<file path="config.mk">
export PLATFORM = sky130hd
export DESIGN_NAME = hid_report_uart
export DESIGN_NICKNAME = d
export VERILOG_FILES = /design/src/rtl/hid_report_uart.sv
export SDC_FILE = /design/constraint.sdc
export NUM_CORES = 1
export LEC_CHECK = 0
export BUFFER_PORTS_ARGS = -buffer_cell sky130_fd_sc_hd__buf_2
export CAP_MARGIN = 20
export CORE_UTILIZATION = 50
export DETAILED_ROUTE_END_ITERATION = 10
export GPL_TIMING_DRIVEN = 0
export PLACE_DENSITY_LB_ADDON = 0.2
export REMOVE_ABC_BUFFERS = 1
export SLEW_MARGIN = 20
export SYNTH_ARGS = -nofsm -noshare
export SYNTH_HDL_FRONTEND = slang
export SYNTH_SLANG_ARGS = --single-unit
</file>
<file path="constraint.sdc">
create_clock -name clk -period 15.9 [get_ports clk]
set_clock_uncertainty 0.05 [all_clocks]
set_input_delay 4.77 -clock clk [delete_from_list [all_inputs] [get_ports clk]]
set_output_delay 4.77 -clock clk [all_outputs]
set_load 0.02 [all_outputs]
</file>
<file path="src/rtl/hid_report_uart.sv">
// Captures usb_hid_host reports into a frame FIFO and streams each as UART 8N1: SYNC, type, P0..P4, XOR checksum.
// Report in cycle N starts its start bit at N+2 when idle; no backpressure upstream, overflow drops and counts the report.
module hid_report_uart #(
    parameter int unsigned CLK_HZ = 12000000,
    parameter int unsigned BAUD   = 115200,
    parameter int unsigned DEPTH  = 8,
    parameter logic [7:0]  SYNC   = 8'hA5,
    parameter bit          DEDUP  = 1'b1
) (
    input  logic                     clk,
    input  logic                     resetn,
    input  logic [1:0]               usb_type,
    input  logic                     usb_report,
    input  logic [7:0]               key_modifiers,
    input  logic [7:0]               key1,
    input  logic [7:0]               key2,
    input  logic [7:0]               key3,
    input  logic [7:0]               key4,
    input  logic [7:0]               mouse_btn,
    input  logic [7:0]               mouse_dx,
    input  logic [7:0]               mouse_dy,
    input  logic                     game_l,
    input  logic                     game_r,
    input  logic                     game_u,
    input  logic                     game_d,
    input  logic                     game_a,
    input  logic                     game_b,
    input  logic                     game_x,
    input  logic                     game_y,
    input  logic                     game_sel,
    input  logic                     game_sta,
    output logic                     uart_tx,
    output logic [$clog2(DEPTH):0]   fifo_level,
    output logic [7:0]               drop_count,
    output logic                     busy
);
    localparam int unsigned DIV = CLK_HZ / BAUD;
    localparam int unsigned CW  = $clog2(DIV);
    localparam int unsigned AW  = $clog2(DEPTH);
    localparam int unsigned LW  = AW + 1;

    typedef struct packed {
        logic [1:0] typ;
        logic [7:0] p0;
        logic [7:0] p1;
        logic [7:0] p2;
        logic [7:0] p3;
        logic [7:0] p4;
    } entry_t;

    typedef enum logic {IDLE, SEND} state_t;

    entry_t            mem_q [DEPTH];
    entry_t            entry, head, hist_q, hist_d;
    logic              hist_vld_q, hist_vld_d;
    logic [AW-1:0]     wr_ptr_q, wr_ptr_d, rd_ptr_q, rd_ptr_d;
    logic [LW-1:0]     level_q, level_d;
    logic [7:0]        drop_q, drop_d;
    state_t            state_q, state_d;
    logic [7:0][7:0]   frame_q, frame_d;
    logic [2:0]        byte_q, byte_d;
    logic [3:0]        bit_q, bit_d;
    logic [CW-1:0]     cnt_q, cnt_d;
    logic              tx_q, tx_d;
    logic              rpt_vld, is_dup, accept, full, wr_en, pop;
    logic [7:0]        typ_byte, cur_byte;
    logic [2:0]        data_idx;

    always_comb begin
        entry     = '0;
        entry.typ = usb_type;
        case (usb_type)
            2'd1: begin
                entry.p0 = key_modifiers;
                entry.p1 = key1;
                entry.p2 = key2;
                entry.p3 = key3;
                entry.p4 = key4;
            end
            2'd2: begin
                entry.p0 = mouse_btn;
                entry.p1 = mouse_dx;
                entry.p2 = mouse_dy;
            end
            2'd3: begin
                entry.p0 = {game_l, game_r, game_u, game_d, game_a, game_b, game_x, game_y};
                entry.p1 = {6'b0, game_sel, game_sta};
            end
            default: ;
        endcase
    end

    assign rpt_vld = usb_report && (usb_type != 2'd0);
    assign is_dup  = DEDUP && hist_vld_q && (entry == hist_q);
    assign accept  = rpt_vld && !is_dup;
    // Full is judged on the level before any same-cycle pop.
    assign full    = (level_q == LW'(DEPTH));
    assign wr_en   = accept && !full;

    always_comb begin
        hist_d     = accept ? entry : hist_q;
        hist_vld_d = hist_vld_q | accept;
        wr_ptr_d   = wr_en ? wr_ptr_q + AW'(1) : wr_ptr_q;
        rd_ptr_d   = pop ? rd_ptr_q + AW'(1) : rd_ptr_q;
        level_d    = level_q + LW'(wr_en) - LW'(pop);
        drop_d     = drop_q;
        if (accept && full && (drop_q != 8'hFF)) begin
            drop_d = drop_q + 8'd1;
        end
    end

    always_comb begin
        state_d  = state_q;
        frame_d  = frame_q;
        byte_d   = byte_q;
        bit_d    = bit_q;
        cnt_d    = cnt_q;
        pop      = 1'b0;
        head     = mem_q[rd_ptr_q];
        typ_byte = {6'b0, head.typ};
        case (state_q)
            IDLE: pop = (level_q != '0);
            SEND: begin
                if (cnt_q == CW'(DIV - 1)) begin
                    cnt_d = '0;
                    if (bit_q != 4'd9) begin
                        bit_d = bit_q + 4'd1;
                    end else begin
                        bit_d = 4'd0;
                        if (byte_q != 3'd7) begin
                            byte_d = byte_q + 3'd1;
                        end else if (level_q != '0) begin
                            pop = 1'b1;
                        end else begin
                            state_d = IDLE;
                        end
                    end
                end else begin
                    cnt_d = cnt_q + CW'(1);
                end
            end
            default: state_d = IDLE;
        endcase
        if (pop) begin
            state_d = SEND;
            frame_d = {typ_byte ^ head.p0 ^ head.p1 ^ head.p2 ^ head.p3 ^ head.p4,
                       head.p4, head.p3, head.p2, head.p1, head.p0, typ_byte, SYNC};
            byte_d  = 3'd0;
            bit_d   = 4'd0;
            cnt_d   = '0;
        end
        // Line level is registered from next-state values so uart_tx is a clean flop output.
        cur_byte = frame_d[byte_d];
        data_idx = 3'(bit_d - 4'd1);
        if (state_d != SEND)     tx_d = 1'b1;
        else if (bit_d == 4'd0)  tx_d = 1'b0;
        else if (bit_d == 4'd9)  tx_d = 1'b1;
        else                     tx_d = cur_byte[data_idx];
    end

    always_ff @(posedge clk) begin
        if (!resetn) begin
            hist_q     <= '0;
            hist_vld_q <= 1'b0;
            wr_ptr_q   <= '0;
            rd_ptr_q   <= '0;
            level_q    <= '0;
            drop_q     <= '0;
            state_q    <= IDLE;
            frame_q    <= '0;
            byte_q     <= '0;
            bit_q      <= '0;
            cnt_q      <= '0;
            tx_q       <= 1'b1;
        end else begin
            hist_q     <= hist_d;
            hist_vld_q <= hist_vld_d;
            wr_ptr_q   <= wr_ptr_d;
            rd_ptr_q   <= rd_ptr_d;
            level_q    <= level_d;
            drop_q     <= drop_d;
            state_q    <= state_d;
            frame_q    <= frame_d;
            byte_q     <= byte_d;
            bit_q      <= bit_d;
            cnt_q      <= cnt_d;
            tx_q       <= tx_d;
        end
    end

    always_ff @(posedge clk) begin
        if (resetn && wr_en) begin
            mem_q[wr_ptr_q] <= entry;
        end
    end

    assign uart_tx    = tx_q;
    assign fifo_level = level_q;
    assign drop_count = drop_q;
    assign busy       = (state_q == SEND);
endmodule

</file>
==> results.py, run 1 <==
metrics = {
    "die": {
        "start_util_pct": 50.97,
        "dieHeight_um": 203.9,
        "rows": 73,
        "die_width_um": 203.9,
        "die_area_um2": 41590,
        "coreArea_um2": 40010,
        "io_pins": 93,
    },
    "global_route": {
        "grt_usage_pct": 22.28,
        "overflow": 0,
        "antenna_found_initial": 0,
        "grt_max_degree": 117,
        "grt_pass1_wl_um": 69010,
        "grt_pass1_vias": 11580,
    },
    "worst_setup_path": {
        "crit_path_max_fanout": 30,
        "arrival_ps": 9600,
        "crit_top_cell": "buf_4",
        "path_class": "in2reg",
        "path_cells": "buf_2 -> inv_1 -> ha_2 -> nand2_2 -> a2111oi_2 -> nand3b_1 -> or4_1 -> or4_4 -> o21ai_4 -> or3_1 -> nor3_2 -> buf_4 -> buf_4 -> buf_4 -> buf_4",
        "critical-path-max-stage-delay_ps": 640,
        "endpoint_kind": "flip-flop",
        "required_ps": 16170,
        "critPathLaunchType": "primary input",
        "crit_path_start": "usb_type[1]",
        "critPathSlowestCell": "ha_2",
        "reg2reg_from": "byte_q[0]",
    },
    "synthesis": {
        "ys_seq_area_share_pct": 63.62,
        "synth_seq_cells": 480,
        "yosysTopAreaCellShare_pct": 49.48,
        "syn_inst": 1385,
        "syn_avg_cell_area_um2": 14.72,
        "yosysWarnings": 0,
        "synth-main-ff-cell": "edfxtp_1",
        "synth_common_cells": "336 x edfxtp_1, 165 x nor2_1, 144 x dfxtp_1, 115 x mux2i_1, 87 x mux4_2",
        "synthDistinctLibCells": 74,
        "synth_area_leaders": "edfxtp_1 49%, dfxtp_1 14%, mux4_2 9.6%",
        "synth_area_leader_cell": "edfxtp_1",
        "synth_edf_count": 336,
        "async_flop_share_pct": 0,
        "synth_most_common_cell": "edfxtp_1",
        "syn_area_um2": 20390,
    },
    "power_and_ir_drop": {
        "power_mw": 3.373,
        "leakage_nw": 8.234,
        "p_per_area_nw_per_um2": 144.6,
        "ir_drop_v": 0.0001118,
    },
    "timing": {
        "relSlewSlack_pct": 40.39,
        "min_period_over_period_pct": 58.65,
        "holdWs_ps": 419.8,
        "grt_setup_unrepaired": "no",
        "maxSlewViolCount": 0,
        "report.final.hold_viol_count": 0,
        "fin_crit_ps": 9326,
        "max_freq_mhz": 107.2,
        "worst_pin_slew_ps": 892.3,
        "setup_viol": 0,
    },
    "min_path": {
        "hold_path_class": "reg2reg",
        "hold_start": "frame_q[0]",
    },
    "clock_network": {
        "post_cts_buffers": 0,
        "clk_pin_slew_worst_paths_ps": 60,
        "root_buffer": "clkbuf_16",
        "holdBufCountCts": 0,
        "cts_max_level": 2,
        "cts_tree": "yes",
        "clock_sinks": 480,
        "cts_resized": 0,
        "clk_latency_ps": 570,
        "cts_max_path_buffers": 3,
        "cts_buffers": 48,
    },
    "placed_design": {
        "hpwl_um": 29240,
        "port_buffers": 92,
        "placed_cells": 1961,
        "place_congestion": 0.8597,
    },
    "layout": {
        "seqCellArea_um2": 12980,
        "n_antenna_cell": 0,
        "area_growth_pct": 14.38,
        "stdcell_count": 2049,
        "drive_above_1_share_pct": 21.26,
        "multi_input_area_um2": 7012,
        "nNetsFinal": 1584,
        "num-fill-cells": 3157,
    },
    "routing": {
        "ant_nets": 0,
        "firstDrtPassIters": 5,
        "vias": 11970,
        "wl_um": 45250,
        "post_drt_wl_per_cell_um": 22.08,
        "drc": 0,
        "detail_route.iter0.violations": 1016,
        "viasPerCell": 5.840,
    },
    "outcome": {
        "status": "complete, no violations",
    },
    "run": {
        "drv_cap": 0,
    },
}
==> final cells by class <==
class	count	share of cell area (%)
inverters	19	0.3487
clock buffers	64	5.670
well taps	525	2.816
repair buffers	128	4.608
multi-input cells	809	30.06
clock inverters	24	0.8261
flip-flops and latches	480	55.67
==> final timing paths <==
path / cells past startpoint / endpoint / slack, ps
min: 2 / frame_q[0] / 420
max reg2reg: 12 / uart_tx / 10970
min reg2reg: 2 / frame_q[0] / 420
max: 15 / mem_q[2][12] / 6570
==> worst max-delay path: cells and delay by family <==
kind	cells	cell delay (ps)
adders and majority gates	1	640
AOI/OAI and AO/OA	2	1010
and+or+nand+nor	6	2030
buffers and inverters	6	1110
==> placed cells by master, fill, tap and decap left out, types with 15 or more instances in the layout <==
master	count
o21ai_0	24
mux4_2	87
and2_1	20
a211oi_1	51
a21oi_1	16
buf_2	98
xor2_1	39
dfxtp_1	141
clkbuf_16	49
nor2_1	164
xnor2_1	29
ha_1	15
inv_1	17
mux2i_1	115
a22oi_1	19
edfxtp_1	336
nand2_1	43
==> layer usage <==
metal | track usage, % | routed length (um) | vias up
li1 | - | - | 5553
met2 | 35.81 | 21300 | 337
met1 | 31.33 | 20480 | 6018
met3 | 4.369 | 2658 | 58
met4 | 5.357 | 809 | 0
met5 | 0 | 0 | -
==> flip-flops by register name (all words and copies together), names as in the netlist, 4 cells and up, named ones only <==
register / cells
mem_q: 336
frame_q: 64
hist_q: 42
drop_count: 8
cnt_q: 7
bit_q: 4
fifo_level: 4
==> stage by stage <==
| step | setup WS, ps | utilization [%] | instance area (um^2) | setup TNS [ps] |
|---|---|---|---|---|
| 2_1_floorplan | 3608 | - | 19980 | 0 |
| 3_3_place_gp | -3680 | 52.73 | 21090 | -207910 |
| 3_5_place_dp | 5631 | 54.51 | 21810 | 0 |
| 4_1_cts | 6225 | 58.29 | 23320 | 0 |
| 5_1_grt | 6344 | 58.30 | 23320 | 0 |
| 6_report | 6574 | 58.30 | 23320 | 0 |
==> logic make-up (layout without fill, tap and decap cells) <==
kind of cell	Yosys count	in the layout	share of synthesized area, %
xor+xnor	69	69	3.001
mux	208	208	15.60
flops	480	480	63.62
simple gates	347	347	8.296
fa+ha+maj	19	19	1.203
buf+inv	96	235	2.381
compound gates	166	166	5.903
==> power by group <==
group	switching, mW	internal [mW]	total (mW)
Clock	0.460	0.632	1.09
Sequential	0.0731	1.43	1.51
Combinational	0.421	0.355	0.776
Total	0.954	2.42	3.37
Note: power is estimated with default switching activity, not from simulation.
==> run 2: changes to the inputs <==
--- a/config.mk
+++ b/config.mk
@@ -5,6 +5,7 @@
 export SDC_FILE = /design/constraint.sdc
 export NUM_CORES = 1
 export LEC_CHECK = 0
+export ABC_AREA = 1
 export BUFFER_PORTS_ARGS = -buffer_cell sky130_fd_sc_hd__buf_2
 export CAP_MARGIN = 20
 export CORE_UTILIZATION = 50
==> constraint.sdc (replaced) <==
create_clock -name clk -period 9.45 [get_ports clk]
set_clock_uncertainty 0.05 [all_clocks]
set_input_delay 2.835 -clock clk [delete_from_list [all_inputs] [get_ports clk]]
set_output_delay 2.835 -clock clk [all_outputs]
set_load 0.02 [all_outputs]
==> results.py, run 2 <==
metrics = {
    "outcome": {
        "status": "complete, no violations",
    },
    "clock_network": {
        "clk_pin_slew_worst_paths_ps": 60,
        "clk_latency_ps": 570,
        "root_buffer": "clkbuf_16",
        "cts_max_level": 2,
        "post_cts_buffers": 0,
        "holdBufCountCts": 0,
        "cts_max_path_buffers": 3,
        "cts_resized": 0,
        "clock_sinks": 480,
        "cts_buffers": 50,
        "cts_tree": "yes",
    },
    "timing": {
        "max_freq_mhz": 124.4,
        "min_period_over_period_pct": 85.06,
        "setup_viol": 0,
        "maxSlewViolCount": 0,
        "worst_pin_slew_ps": 1052,
        "grt_setup_unrepaired": "no",
        "fin_crit_ps": 8038,
        "relSlewSlack_pct": 29.86,
        "holdWs_ps": 381.9,
        "report.final.hold_viol_count": 0,
    },
    "worst_setup_path": {
        "crit_path_start": "usb_type[0]",
        "endpoint_kind": "flip-flop",
        "arrival_ps": 8260,
        "required_ps": 9670,
        "crit_path_max_fanout": 23,
        "reg2reg_from": "hist_q[9]",
        "path_class": "in2reg",
        "critPathLaunchType": "primary input",
    },
    "layout": {
        "top_regs": "mem_q (336), frame_q (64), hist_q (42)",
        "nNetsFinal": 2367,
        "num-fill-cells": 3491,
        "fin_util_pct": 57.15,
        "n_antenna_cell": 0,
        "layout_commonest_cell": "nand2_1",
        "drive_above_1_share_pct": 11.65,
        "largest_register_ffs": 336,
        "regMostFlops": "mem_q",
        "layout.cells.most_common_list": "425 x nand2_1, 336 x edfxtp_1, 312 x nor2_1, 231 x o21ai_0, 161 x inv_1",
        "area_growth_pct": 12.71,
    },
    "die": {
        "rows": 75,
        "dieHeight_um": 208.3,
        "die_width_um": 208.3,
        "start_util_pct": 50.71,
        "die_area_um2": 43370,
        "coreArea_um2": 41950,
        "io_pins": 93,
    },
    "power_and_ir_drop": {
        "p_per_area_nw_per_um2": 271.9,
        "ir_drop_v": 0.0001879,
        "leakage_nw": 9.510,
    },
    "global_route": {
        "grt_pass1_wl_um": 80610,
        "grt_usage_pct": 24.14,
        "grt_max_degree": 168,
        "antenna_found_initial": 0,
        "overflow": 0,
        "grt_pass1_vias": 14410,
    },
    "synthesis": {
        "syn_area_um2": 21270,
        "ys_seq_area_share_pct": 60.99,
        "synth_most_common_cell": "nand2_1",
        "synth-main-ff-cell": "edfxtp_1",
        "yosysWarnings": 0,
        "async_flop_share_pct": 0,
        "synth_area_leader_cell": "edfxtp_1",
        "synth_edf_count": 336,
        "syn_inst": 2199,
        "synthDistinctLibCells": 57,
        "synth_area_leaders": "edfxtp_1 47%, dfxtp_1 14%, nand2_1 7.5%",
        "syn_avg_cell_area_um2": 9.673,
        "synth_common_cells": "425 x nand2_1, 336 x edfxtp_1, 316 x nor2_1, 231 x o21ai_0, 162 x inv_1",
        "yosysTopAreaCellShare_pct": 47.44,
        "synth_seq_cells": 480,
    },
    "routing": {
        "viasPerCell": 5.480,
        "drc": 0,
        "detail_route.iter0.violations": 1211,
        "vias": 15610,
        "ant_nets": 0,
        "wl_um": 52620,
        "post_drt_wl_per_cell_um": 18.47,
        "firstDrtPassIters": 5,
    },
    "placed_design": {
        "hpwl_um": 33470,
        "place_congestion": 0.7909,
        "port_buffers": 92,
    },
    "run": {
        "drv_cap": 0,
    },
    "min_path": {
        "hold_start": "frame_q[3]",
        "hold_path_class": "reg2reg",
    },
}
==> run 2: cell types whose count changed in the layout (fill, tap and decap cells not counted), moves of 44 or more <==
| cell | change |
|---|---|
| a211oi_1 | -44 |
| a21oi_1 | +65 |
| inv_1 | +144 |
| mux2i_1 | -115 |
| mux4_2 | -87 |
| nand2_1 | +382 |
| nand3_1 | +103 |
| nor2_1 | +148 |
| o21ai_0 | +207 |
==> run 2: logic make-up after synthesis <==
| kind of cell | Yosys count | synth area share, % |
|---|---|---|
| simple gates | 901 | 17.26 |
| flops | 480 | 60.99 |
| compound gates | 449 | 11.74 |
| buf+inv | 297 | 6.676 |
| xor+xnor | 53 | 2.182 |
| fa+ha+maj | 19 | 1.153 |
==> run 2: worst max-delay path, cell delays in order <==
cell and delay, ps:
buf_2 170, inv_1 190, ha_1 820, inv_2 70, o22ai_1 220, nand2_1 220, o2111ai_1 470, nor3_1 80
nand2_1 100, nor2_1 50, nand3_1 70, nand2_1 510, nor2_1 730, nand2_1 310, nor3_2 440, buf_4 290
buf_4 230, buf_4 230, buf_6 180
==> run 2: layout make-up <==
cell class | instances | area (um^2) | area share [%]
timing repair buffer | 137 | 1107 | 4.619
tap | 539 | 674.4 | 2.813
multi-input combinational | 1422 | 6930 | 28.91
sequential | 480 | 12980 | 54.16
inverter | 178 | 684.4 | 2.855
clock buffer | 72 | 1385 | 5.777
clock inverter | 21 | 209.0 | 0.8716
==> run 2: through the flow <==
step	cells	power, mW	setup slack [ps]	cell area (um^2)	setup TNS, ps
6_report	2849	6.518	1412	23970	0
5_1_grt	2849	6.888	1169	23970	0
4_1_cts	2849	6.554	1444	23970	0
3_5_place_dp	2756	4.632	870.9	22380	0
3_3_place_gp	2711	4.593	-5201	21660	-1200900
2_1_floorplan	2080	4.002	705.7	20520	0
==> run 2: final timing paths <==
path | endpoint | slack [ps] | cells past startpoint
max | mem_q[4][41] | 1410 | 19
min | frame_q[3] | 380 | 2
max reg2reg | mem_q[4][41] | 5000 | 15
min reg2reg | frame_q[3] | 380 | 2
==> run 2: power by group <==
part | internal (mW) | switching, mW
Combinational | 0.677 | 1.35
Sequential | 2.43 | 0.144
Clock | 1.13 | 0.794
Total | 4.23 | 2.28
==> run 2: routing by layer <==
metal	wire length [um]	GRT usage [%]	share of wire (%)
met5	0	0	0
met4	1956	10.04	3.7
met3	3508	3.758	6.7
met2	24790	39.45	47
met1	22360	32.15	43
